--- src/rtl/ddr3_cmd_responder_if.sv ---
// Memory-side DDR3 pin bundle between the controller (master) and the
// single-data-rate device responder (slave).
interface ddr3_cmd_responder_if #(
   parameter int ADDRESS_BITWIDTH      = 15,
   parameter int BANK_ADDRESS_BITWIDTH = 3,
   parameter int DQ_BITWIDTH           = 8
);
   logic                                   ck_en;
   logic                                   cs_n;
   logic                                   ras_n;
   logic                                   cas_n;
   logic                                   we_n;
   logic [BANK_ADDRESS_BITWIDTH-1:0]       bank_address;
   logic [ADDRESS_BITWIDTH-1:0]            address;
   logic [DQ_BITWIDTH-1:0]                 dq_in;
   logic [DQ_BITWIDTH-1:0]                 dq_out;
   logic                                   dq_oe;
   logic                                   dqs_out;
   logic [(1<<BANK_ADDRESS_BITWIDTH)-1:0]  bank_open;
   logic                                   cmd_error;
   logic [7:0]                             error_count;
   logic                                   busy;

   modport master (
      output ck_en, cs_n, ras_n, cas_n, we_n, bank_address, address, dq_in,
      input  dq_out, dq_oe, dqs_out, bank_open, cmd_error, error_count, busy
   );

   modport slave (
      input  ck_en, cs_n, ras_n, cas_n, we_n, bank_address, address, dq_in,
      output dq_out, dq_oe, dqs_out, bank_open, cmd_error, error_count, busy
   );
endinterface

--- src/rtl/ddr3_cmd_responder.sv ---
// Single-data-rate DDR3 device stand-in: decodes commands, tracks open banks,
// stores one BL8 burst at a time in a small RAM and replays it on reads with
// fixed CL/CWL. Protocol violations pulse cmd_error and bump a saturating count.
module ddr3_cmd_responder #(
   parameter int ADDRESS_BITWIDTH      = 15,
   parameter int BANK_ADDRESS_BITWIDTH = 3,
   parameter int DQ_BITWIDTH           = 8,
   parameter int MEM_ADDR_BITS         = 6,
   parameter int CL                    = 5,
   parameter int CWL                   = 5,
   parameter int BURST_LEN             = 8
) (
   input  logic                  clk,
   input  logic                  reset,
   input  logic                  reset_n,
   ddr3_cmd_responder_if.slave   bus
);
   localparam int NUM_BANKS = 1 << BANK_ADDRESS_BITWIDTH;
   localparam int MEM_WORDS = 1 << MEM_ADDR_BITS;
   localparam logic [2:0] LAST_BEAT = 3'(BURST_LEN - 1);

   // {ras_n,cas_n,we_n} with cs_n already known low
   localparam logic [2:0] CMD_MRS  = 3'b000;
   localparam logic [2:0] CMD_REF  = 3'b001;
   localparam logic [2:0] CMD_PRE  = 3'b010;
   localparam logic [2:0] CMD_ACT  = 3'b011;
   localparam logic [2:0] CMD_WR   = 3'b100;
   localparam logic [2:0] CMD_RD   = 3'b101;
   localparam logic [2:0] CMD_ZQCL = 3'b110;

   typedef enum logic [2:0] {IDLE, W_WAIT, W_BURST, R_WAIT, R_BURST} state_e;

   state_e                                       state_q, state_d;
   logic [3:0]                                   cnt_q, cnt_d;
   logic [2:0]                                   beat_q, beat_d;
   logic [MEM_ADDR_BITS-1:0]                     base_q, base_d;
   logic [NUM_BANKS-1:0]                         bank_open_q, bank_open_d;
   logic [NUM_BANKS-1:0][ADDRESS_BITWIDTH-1:0]   row_q, row_d;
   logic                                         cmd_error_q, cmd_error_d;
   logic [7:0]                                   error_count_q, error_count_d;

   logic [DQ_BITWIDTH-1:0]   ram_q [MEM_WORDS];
   logic [MEM_ADDR_BITS-1:0] ram_idx;
   logic                     rst, busy, err, cmd_valid, bank_is_open;
   logic [2:0]               cmd;
   logic                     unused_row;

   // The DDR reset pin behaves exactly like the core reset.
   assign rst          = reset | ~reset_n;
   assign busy         = (state_q != IDLE);
   assign cmd_valid    = bus.ck_en & ~bus.cs_n;
   assign cmd          = {bus.ras_n, bus.cas_n, bus.we_n};
   assign bank_is_open = bank_open_q[bus.bank_address];
   // Beat address wraps inside the 8-aligned block of the start column.
   assign ram_idx      = {base_q[MEM_ADDR_BITS-1:3], 3'(base_q[2:0] + beat_q)};
   // Open rows are recorded for visibility only; nothing downstream needs them.
   assign unused_row   = ^row_q;

   // Burst sequencing plus command decode and protocol checking.
   always_comb begin
      state_d     = state_q;
      cnt_d       = cnt_q;
      beat_d      = beat_q;
      base_d      = base_q;
      bank_open_d = bank_open_q;
      row_d       = row_q;
      err         = 1'b0;

      case (state_q)
         W_WAIT, R_WAIT: begin
            if (cnt_q == 4'd0) state_d = (state_q == W_WAIT) ? W_BURST : R_BURST;
            else               cnt_d   = cnt_q - 4'd1;
         end
         W_BURST, R_BURST: begin
            beat_d = beat_q + 3'd1;
            if (beat_q == LAST_BEAT) state_d = IDLE;
         end
         default: ;
      endcase

      if (cmd_valid) begin
         case (cmd)
            CMD_MRS, CMD_ZQCL: err = busy;
            CMD_REF:           err = |bank_open_q;
            CMD_PRE: begin
               if (bus.address[10]) bank_open_d = '0;
               else                 bank_open_d[bus.bank_address] = 1'b0;
            end
            CMD_ACT: begin
               if (bank_is_open) err = 1'b1;
               else begin
                  bank_open_d[bus.bank_address] = 1'b1;
                  row_d[bus.bank_address]       = bus.address;
               end
            end
            CMD_WR, CMD_RD: begin
               if (!bank_is_open || busy) err = 1'b1;
               else begin
                  // Accepted only from IDLE, so this never fights the sequencer above.
                  base_d = MEM_ADDR_BITS'({bus.bank_address, bus.address});
                  beat_d = 3'd0;
                  if (cmd == CMD_WR) begin
                     // Wait state spends CWL-1 cycles; CWL=1 starts the burst at once.
                     if (CWL == 1) state_d = W_BURST;
                     else begin
                        state_d = W_WAIT;
                        cnt_d   = 4'(CWL - 2);
                     end
                  end else begin
                     state_d = R_WAIT;
                     cnt_d   = 4'(CL - 2);
                  end
               end
            end
            default: ;
         endcase
      end

      cmd_error_d   = err;
      error_count_d = (err && error_count_q != 8'hFF) ? error_count_q + 8'd1 : error_count_q;
   end

   // State registers; reset aborts any burst and closes every bank.
   always_ff @(posedge clk) begin
      if (rst) begin
         state_q       <= IDLE;
         cnt_q         <= '0;
         beat_q        <= '0;
         base_q        <= '0;
         bank_open_q   <= '0;
         row_q         <= '0;
         cmd_error_q   <= 1'b0;
         error_count_q <= '0;
      end else begin
         state_q       <= state_d;
         cnt_q         <= cnt_d;
         beat_q        <= beat_d;
         base_q        <= base_d;
         bank_open_q   <= bank_open_d;
         row_q         <= row_d;
         cmd_error_q   <= cmd_error_d;
         error_count_q <= error_count_d;
      end
   end

   // Burst storage; contents survive reset, a reset beat is simply not written.
   always_ff @(posedge clk) begin
      if (!rst && state_q == W_BURST) ram_q[ram_idx] <= bus.dq_in;
   end

   assign bus.dq_oe       = (state_q == R_BURST);
   assign bus.dq_out      = bus.dq_oe ? ram_q[ram_idx] : '0;
   assign bus.dqs_out     = bus.dq_oe & ~beat_q[0];
   assign bus.bank_open   = bank_open_q;
   assign bus.cmd_error   = cmd_error_q;
   assign bus.error_count = error_count_q;
   assign bus.busy        = busy;
endmodule
--- src/flat_wrapper.sv ---
// flat-port wrapper written by rule: the top's interface ports become plain ports
module ddr3_cmd_responder_flat 
#(
   parameter int ADDRESS_BITWIDTH      = 15,
   parameter int BANK_ADDRESS_BITWIDTH = 3,
   parameter int DQ_BITWIDTH           = 8,
   parameter int MEM_ADDR_BITS         = 6,
   parameter int CL                    = 5,
   parameter int CWL                   = 5,
   parameter int BURST_LEN             = 8
)
  (clk, reset, reset_n, bus_ck_en, bus_cs_n, bus_ras_n, bus_cas_n, bus_we_n, bus_bank_address, bus_address, bus_dq_in, bus_dq_out, bus_dq_oe, bus_dqs_out, bus_bank_open, bus_cmd_error, bus_error_count, bus_busy);
  ddr3_cmd_responder_if #(.ADDRESS_BITWIDTH(ADDRESS_BITWIDTH), .BANK_ADDRESS_BITWIDTH(BANK_ADDRESS_BITWIDTH), .DQ_BITWIDTH(DQ_BITWIDTH)) bus_i ();
  input  logic clk;
  input  logic reset;
  input  logic reset_n;
  input wire logic [$bits(bus_i.ck_en)-1:0] bus_ck_en;
  input wire logic [$bits(bus_i.cs_n)-1:0] bus_cs_n;
  input wire logic [$bits(bus_i.ras_n)-1:0] bus_ras_n;
  input wire logic [$bits(bus_i.cas_n)-1:0] bus_cas_n;
  input wire logic [$bits(bus_i.we_n)-1:0] bus_we_n;
  input wire logic [$bits(bus_i.bank_address)-1:0] bus_bank_address;
  input wire logic [$bits(bus_i.address)-1:0] bus_address;
  input wire logic [$bits(bus_i.dq_in)-1:0] bus_dq_in;
  output wire logic [$bits(bus_i.dq_out)-1:0] bus_dq_out;
  output wire logic [$bits(bus_i.dq_oe)-1:0] bus_dq_oe;
  output wire logic [$bits(bus_i.dqs_out)-1:0] bus_dqs_out;
  output wire logic [$bits(bus_i.bank_open)-1:0] bus_bank_open;
  output wire logic [$bits(bus_i.cmd_error)-1:0] bus_cmd_error;
  output wire logic [$bits(bus_i.error_count)-1:0] bus_error_count;
  output wire logic [$bits(bus_i.busy)-1:0] bus_busy;
  assign bus_i.ck_en = bus_ck_en;
  assign bus_i.cs_n = bus_cs_n;
  assign bus_i.ras_n = bus_ras_n;
  assign bus_i.cas_n = bus_cas_n;
  assign bus_i.we_n = bus_we_n;
  assign bus_i.bank_address = bus_bank_address;
  assign bus_i.address = bus_address;
  assign bus_i.dq_in = bus_dq_in;
  assign bus_dq_out = bus_i.dq_out;
  assign bus_dq_oe = bus_i.dq_oe;
  assign bus_dqs_out = bus_i.dqs_out;
  assign bus_bank_open = bus_i.bank_open;
  assign bus_cmd_error = bus_i.cmd_error;
  assign bus_error_count = bus_i.error_count;
  assign bus_busy = bus_i.busy;
  ddr3_cmd_responder #(.ADDRESS_BITWIDTH(ADDRESS_BITWIDTH), .BANK_ADDRESS_BITWIDTH(BANK_ADDRESS_BITWIDTH), .DQ_BITWIDTH(DQ_BITWIDTH), .MEM_ADDR_BITS(MEM_ADDR_BITS), .CL(CL), .CWL(CWL), .BURST_LEN(BURST_LEN)) u_core (.clk(clk), .reset(reset), .reset_n(reset_n), .bus(bus_i));
endmodule
--- config.mk ---
export PLATFORM = sky130hd
export DESIGN_NAME = ddr3_cmd_responder_flat
export DESIGN_NICKNAME = d
export VERILOG_FILES = /design/src/rtl/ddr3_cmd_responder_if.sv /design/src/rtl/ddr3_cmd_responder.sv /design/src/flat_wrapper.sv
export SDC_FILE = /design/constraint.sdc
export NUM_CORES = 1
export LEC_CHECK = 0
export ABC_AREA = 1
export BUFFER_PORTS_ARGS = -buffer_cell sky130_fd_sc_hd__buf_2
export CORE_MARGIN = 10
export CORE_UTILIZATION = 35
export CTS_CLUSTER_DIAMETER = 30
export DETAILED_ROUTE_END_ITERATION = 7
export GPL_TIMING_DRIVEN = 0
export PLACE_DENSITY = 0.56
export SYNTH_ARGS = -nofsm -noshare
export SYNTH_HDL_FRONTEND = slang
export SYNTH_SLANG_ARGS = --single-unit
--- constraint.sdc ---
create_clock -name clk -period 3.4 [get_ports clk]
set_input_delay 1.02 -clock clk [delete_from_list [all_inputs] [get_ports clk]]
set_output_delay 1.02 -clock clk [all_outputs]
set_load 0.1 [all_outputs]
# After elaboration in Yosys (flattened, before gate mapping)
# Memories as Yosys holds them, arrays and structs flattened.
# Cells that the tools add are included.
# classes
magnitude_cmp	2
eq_ne	13
addsub	4
n_shift	0
bitwise_logic	10
n_mul	0
div	0
n_reduce_logical	17
muxes	31
# op_table
operator	n
3-bit 2-to-1 mux	10
8-bit 2-to-1 mux	3
4-bit 2-to-1 mux	5
8-bit one-hot mux with 2 select lines	1
3-bit equality test, second input constant	5
3-bit by 2-bit equality test with 1-bit output, second input constant	4
8-bit by 1-bit adder with 8-bit output, second input constant	1
8-bit bitwise AND	1
8-bit != test, second input constant	1
8-bit inverter	1
8-bit OR	1
2-bit OR reduction	4
8-bit OR reduction	1
1-bit 2-to-1 mux	7
3-bit by 1-bit equality test with 1-bit output, second input constant	2
3-bit one-hot mux with 2 select lines	1
3-bit AND reduction	2
4-bit zero test	1
3-bit by 4-bit < comparator with 1-bit output, second input constant	1
1-bit inverter	4
1-bit one-hot mux with 4 select lines	1
4-bit by 1-bit subtractor with 4-bit output, second input constant	1
3-bit by 1-bit adder with 3-bit output, second input constant	1
3-bit adder	1
13 further kinds	17
# word_totals
mem_bits_ro	0
latch_bits	0
ramBits	512
register_bits	33
mem_count	1
in_bits	34
# memory_table
memory	depth	width	rd	rd_ports_with_merged_regs	wr	line_no	source
u_core.ram_q	64	8	1	0	1	ddr3_cmd_responder.sv:42	logic [DQ_BITWIDTH-1:0] ram_q [MEM_WORDS];

# Logic depth before layout (Yosys ltp)
# depth
depth_word	8
ltp_mapped	16

# Worst setup path before layout
# No wires, ideal clock.
# synth_path
path_kind	register to output
startpoint	register u_core.state_q[0]
endpoint	output bus_dq_out[0]
t_required_ns	2.380
path_buffers	0
path_stages_with_launch	8
setup_slack_ns	-1.678
arrival_time_ns	4.058
cell_sequence	dfxtp_1 -> nor2_1 -> inv_1 -> nor2_1 -> clkinv_1 -> a21oi_1 -> nand4_1 -> nor2_1
# synth_between
elab_chain_len	2
# synth_lines
item	line_no	source
from (decl)	ddr3_cmd_responder.sv:33	state_e state_q, state_d;
from (signal assigned)	ddr3_cmd_responder.sv:135	state_q <= state_d;
3-bit equality test	ddr3_cmd_responder.sv:151	assign bus.dq_oe = (state_q == R_BURST);
net bus_dq_oe	flat_wrapper.sv:26	output wire logic [$bits(bus_i.dq_oe)-1:0] bus_dq_oe;
8-bit 2-to-1 mux	ddr3_cmd_responder.sv:152	assign bus.dq_out = bus.dq_oe ? ram_q[ram_idx] : '0;
to (decl)	flat_wrapper.sv:25	output wire logic [$bits(bus_i.dq_out)-1:0] bus_dq_out;
# The timed path passes the listed nets, and every way through them passes these cells.

# Final worst setup path
# layout_path
startpoint	register u_core.base_q[0]
endpoint	output bus_dq_out[3]
# layout_between
elab_chain_len	3
# layout_lines
item	line_no	source
from (decl)	ddr3_cmd_responder.sv:36	logic [MEM_ADDR_BITS-1:0] base_q, base_d;
from (signal assigned)	ddr3_cmd_responder.sv:138	base_q <= base_d;
3-bit adder	ddr3_cmd_responder.sv:55	assign ram_idx = {base_q[MEM_ADDR_BITS-1:3], 3'(base_q[2:0] + beat_q)};
memory 64 x 8 bit	-	
8-bit 2-to-1 mux	ddr3_cmd_responder.sv:152	
# No other way between the ends.

==> flow_summary.ini <==
[sta]
slew_violations = 0
worst_slack_ns = -1.07
worst_pin_slew_ns = 1.39
fin_crit_ns = 4.47
rsz0062_at_grt = yes
setup_viol = 8
skew_ns = 0.0308
hold_violations = 0
slew_headroom_pct = 7.60
hold_ws_ns = 0.477
post-route-period-util_pct = 131
max_freq_mhz = 224

[clock_network]
cts.reportedPaths.clkPinSlew_ns = 0.04
cts.path.max_buffers = 3
clock_sink_count = 545
cts_tree = built
cts.root.buffer_cell = sky130_fd_sc_hd__clkbuf_16
htree_num_levels = 3
clk_latency_ns = 0.68
cts-hold-fix-buffers = 0
cts_made_buffers = 117

[layout]
post_layout_nonfiller_instances = 3286
seqCellArea_mm2 = 0.0160
fill_cells = 5822
areaGrowthSynthToFinish_pct = 30.1
postLayoutCoreUtil_pct = 46.1
finish.net_count = 2368
diodes = 0
multi_input_comb_area_mm2 = 0.00692
final_layout_size_suffix_gt1_share_pct = 21.8
postLayoutCellArea_mm2 = 0.0298

[global_route]
vias_in_the_first_global_route = 16600
grt.total_usage_pct = 19.0
grt_max_degree = 65
grt_overflow_total = 0
grt_antenna_before_repair = 3
grt_first_pass_wirelength_um = 107000

[worst_setup_path]
worst-path-max-fanout = 10
crit_path_start_kind = flip-flop
worstSetupEndpointType = output port
reg2reg_from = u_core.base_q[0]$_SDFFE_PP0P_
worst_path_max_delay_cell = sky130_fd_sc_hd__fa_2
timing.critical_path.required_ns = 2.38
arrival_ns = 3.45
slowest_cell_delay_on_critical_path_ns = 0.61
timing.setup.critical_path_class = reg -> out
startpoint = u_core.base_q[0]$_SDFFE_PP0P_
worst_path_most_repeated_cell = sky130_fd_sc_hd__nand2_1
cp_cell_sequence = ha_4, inv_2, fa_2, buf_4, clkbuf_8, buf_4, o21ai_0, nand2_1, nand2_1, nand3_1, nand2_1, nand3_2, nor2_4, buf_12

[pwr]
share_comb_of_total_power_pct = 0.9
share_clk_of_total_power_pct = 60.8
cell_internal_pwr_uw = 15100
switching_power_summed_over_all_nets_uw = 4020
leakagePower_uw = 0.0109
power.switching_fraction_pct = 21.0
pwrdens_mw_per_mm2 = 644
power.share.sequential_pct = 38.4
peakVddDrop_mv = 0.686

[floorplan]
top_level_port_count = 62
rows = 93
initial_core_util_pct = 35.4
die_h_um = 276
fp.coreArea_mm2 = 0.0646
die_area_mm2 = 0.0760
die_w_um = 276

[synthesis]
post_synth_instance_area_mm2 = 0.0229
synth_top_area_cell = sky130_fd_sc_hd__edfxtp_1
post_synth.cell_area_avg_um2 = 10.7
post-synth-top-count-cell = sky130_fd_sc_hd__nor2_1
ys_seq_elements = 545
yosysTopAreaCellShare_pct = 67.2
synth_top_flop_cell = sky130_fd_sc_hd__edfxtp_1
synth_edf_count = 512
synth_top_cells_by_count = sky130_fd_sc_hd__nor2_1, sky130_fd_sc_hd__edfxtp_1, sky130_fd_sc_hd__nand2_1
mappedNetlistNets = 2184
synth-warning-count = 0
post_synth_inst_count = 2144
ffs_w_async_s_r_synth_pct = 0
synth.lib_cells_used.distinct = 35
synth.yosys.seq_area_share_pct = 70.1
synthTopCellsByArea = sky130_fd_sc_hd__edfxtp_1, sky130_fd_sc_hd__nor2_1, sky130_fd_sc_hd__nand2_1, sky130_fd_sc_hd__o21ai_0, sky130_fd_sc_hd__dfxtp_1

[placement]
place.gp.congestion = 0.937
post-place-cells = 3051
dpl-instance-area_mm2 = 0.0244
detailed_place_hpwl_um = 46200
pre_cts_slack_ns = -1.12
place.port_buffers = 52

[routing]
dr.first_iter.drc_count = 1950
first_pass_iters = 7
dr_total_vias = 17000
vias_per_cell = 5.19
drc = 0
drt-total-wl_um = 73100
route.antenna.remaining_nets = 0
wl_per_cell_um = 22.3

[min_path]
hp-start = u_core.bus.bank_open[0]$_SDFFE_PP0P_
worst_hold_path_type = reg -> reg

[status]
outcome = complete, but fails checks
violated_checks = setup timing

[run]
drv.max_cap_violation_count = 0
==> path summary, 6_finish.rpt <==
| path | endpoint | slack (ns) | cells after the start |
|---|---|---|---|
| worst max-delay path | bus_dq_out[3] | -1.07 | 14 |
| worst min-delay path | u_core.bus.bank_open[0]$_SDFFE_PP0P_ | 0.48 | 2 |
| worst max register to register | u_core.ram_q[12][7]$_DFFE_PP_ | 0.10 | 9 |
| worst min register to register | u_core.bus.bank_open[0]$_SDFFE_PP0P_ | 0.48 | 2 |
==> stage by stage <==
| stage | power [µW] | TNS, ns |
|---|---|---|
| floorplan | 7510 | -0.316 |
| global placement | 7640 | -429.52 |
| detailed placement | 7640 | -449.71 |
| CTS | 19200 | -9.74 |
| global route | 19600 | -8.95 |
| finish | 19200 | -8.11 |
==> per-layer routing <==
metal  vias up  global-route usage (%)  wire [µm]
met1      8273                    25.5      30700
li1       7743                       -          -
met2       868                    29.3      32600
met4         4                    7.20       2380
met3       161                    4.96       7420
met5         -                       0         20
==> logic make-up after synthesis <==
| family | count (synthesis) | share of synthesized area, % |
|---|---|---|
| xor gates and xnor gates | 11 | 0.487 |
| adders and majority gates | 6 | 0.361 |
| and+or+nand+nor | 1103 | 18.8 |
| muxes | 1 | 0.0492 |
| DFF | 545 | 70.1 |
| AOI/OAI and AO/OA | 317 | 7.11 |
| buffers and inverters | 161 | 3.05 |
==> power groups by stage <==
| stage | registers [µW] | logic (µW) | clock network, µW |
|---|---|---|---|
| 2_1_floorplan | 7480 | 30.6 | 0 |
| 3_3_place_gp | 7480 | 162 | 0 |
| 3_5_place_dp | 7480 | 169 | 0 |
| 4_1_cts | 7350 | 169 | 11700 |
| 5_1_grt | 7340 | 188 | 12100 |
| 6_report | 7350 | 172 | 11600 |
==> cell usage in the layout (no fill, tap or decap), types with 12 or more instances in the layout <==
cell type                    synthesis  routed
sky130_fd_sc_hd__clkinv_2            0      14
sky130_fd_sc_hd__nand4_1            16      16
sky130_fd_sc_hd__clkbuf_16           0     121
sky130_fd_sc_hd__clkinv_1           10      17
sky130_fd_sc_hd__bufinv_16           0      18
sky130_fd_sc_hd__inv_1              46      42
sky130_fd_sc_hd__nor3_1             13      12
sky130_fd_sc_hd__edfxtp_1          512     512
sky130_fd_sc_hd__nand3_1            28      20
sky130_fd_sc_hd__inv_6               0      14
sky130_fd_sc_hd__buf_12              0      14
sky130_fd_sc_hd__nand2_1           473     440
sky130_fd_sc_hd__a21oi_1            47      41
sky130_fd_sc_hd__dfxtp_1            33      31
sky130_fd_sc_hd__clkinvlp_4          0      18
sky130_fd_sc_hd__o21ai_1             3      16
sky130_fd_sc_hd__clkbuf_1           36      20
sky130_fd_sc_hd__o21ai_0           253     228
sky130_fd_sc_hd__nor2_2              1      18
sky130_fd_sc_hd__clkbuf_4            0      26
sky130_fd_sc_hd__buf_4               7      25
sky130_fd_sc_hd__clkinv_4            0      13
sky130_fd_sc_hd__nor2_4              0      61
sky130_fd_sc_hd__buf_2              52      66
sky130_fd_sc_hd__clkbuf_2            1      13
sky130_fd_sc_hd__nor2_1            557     479
sky130_fd_sc_hd__nand2_2             1      33
==> registers in the layout (all words and copies together), names as in the netlist <==
name / cells
u_core.base_q: 6
u_core.beat_q: 3
u_core.bus.bank_open: 8
u_core.bus.cmd_error: 1
u_core.bus.error_count: 8
u_core.cnt_q: 4
u_core.ram_q: 512
u_core.state_q: 3
==> critical path: cells and delay by family, from the launching register on <==
family / cells / cell delay, ns
adders and majority gates: 2 / 0.74
buffers and inverters: 5 / 0.83
AOI/OAI and AO/OA: 1 / 0.14
DFF: 1 / 0.35
and+or+nand+nor: 6 / 0.69
==> timing repair <==
item                                    in CTS  in global routing
pin swaps                                   23                 13
setup buffers                                5                  3
resized for setup                          265                 85
gates cloned                                 4                  0
endpoints found under the setup margin     520                223
==> layout make-up <==
| type | count | area share [%] |
|---|---|---|
| sequential | 545 | 53.9 |
| inverter | 58 | 0.770 |
| buffer | 103 | 2.71 |
| clock inverter | 89 | 3.67 |
| tap | 855 | 3.60 |
| multi-input combinational | 1438 | 23.3 |
| timing repair buffer | 65 | 1.98 |
| clock buffer | 133 | 10.1 |
Power figures use the tool's default switching activity.
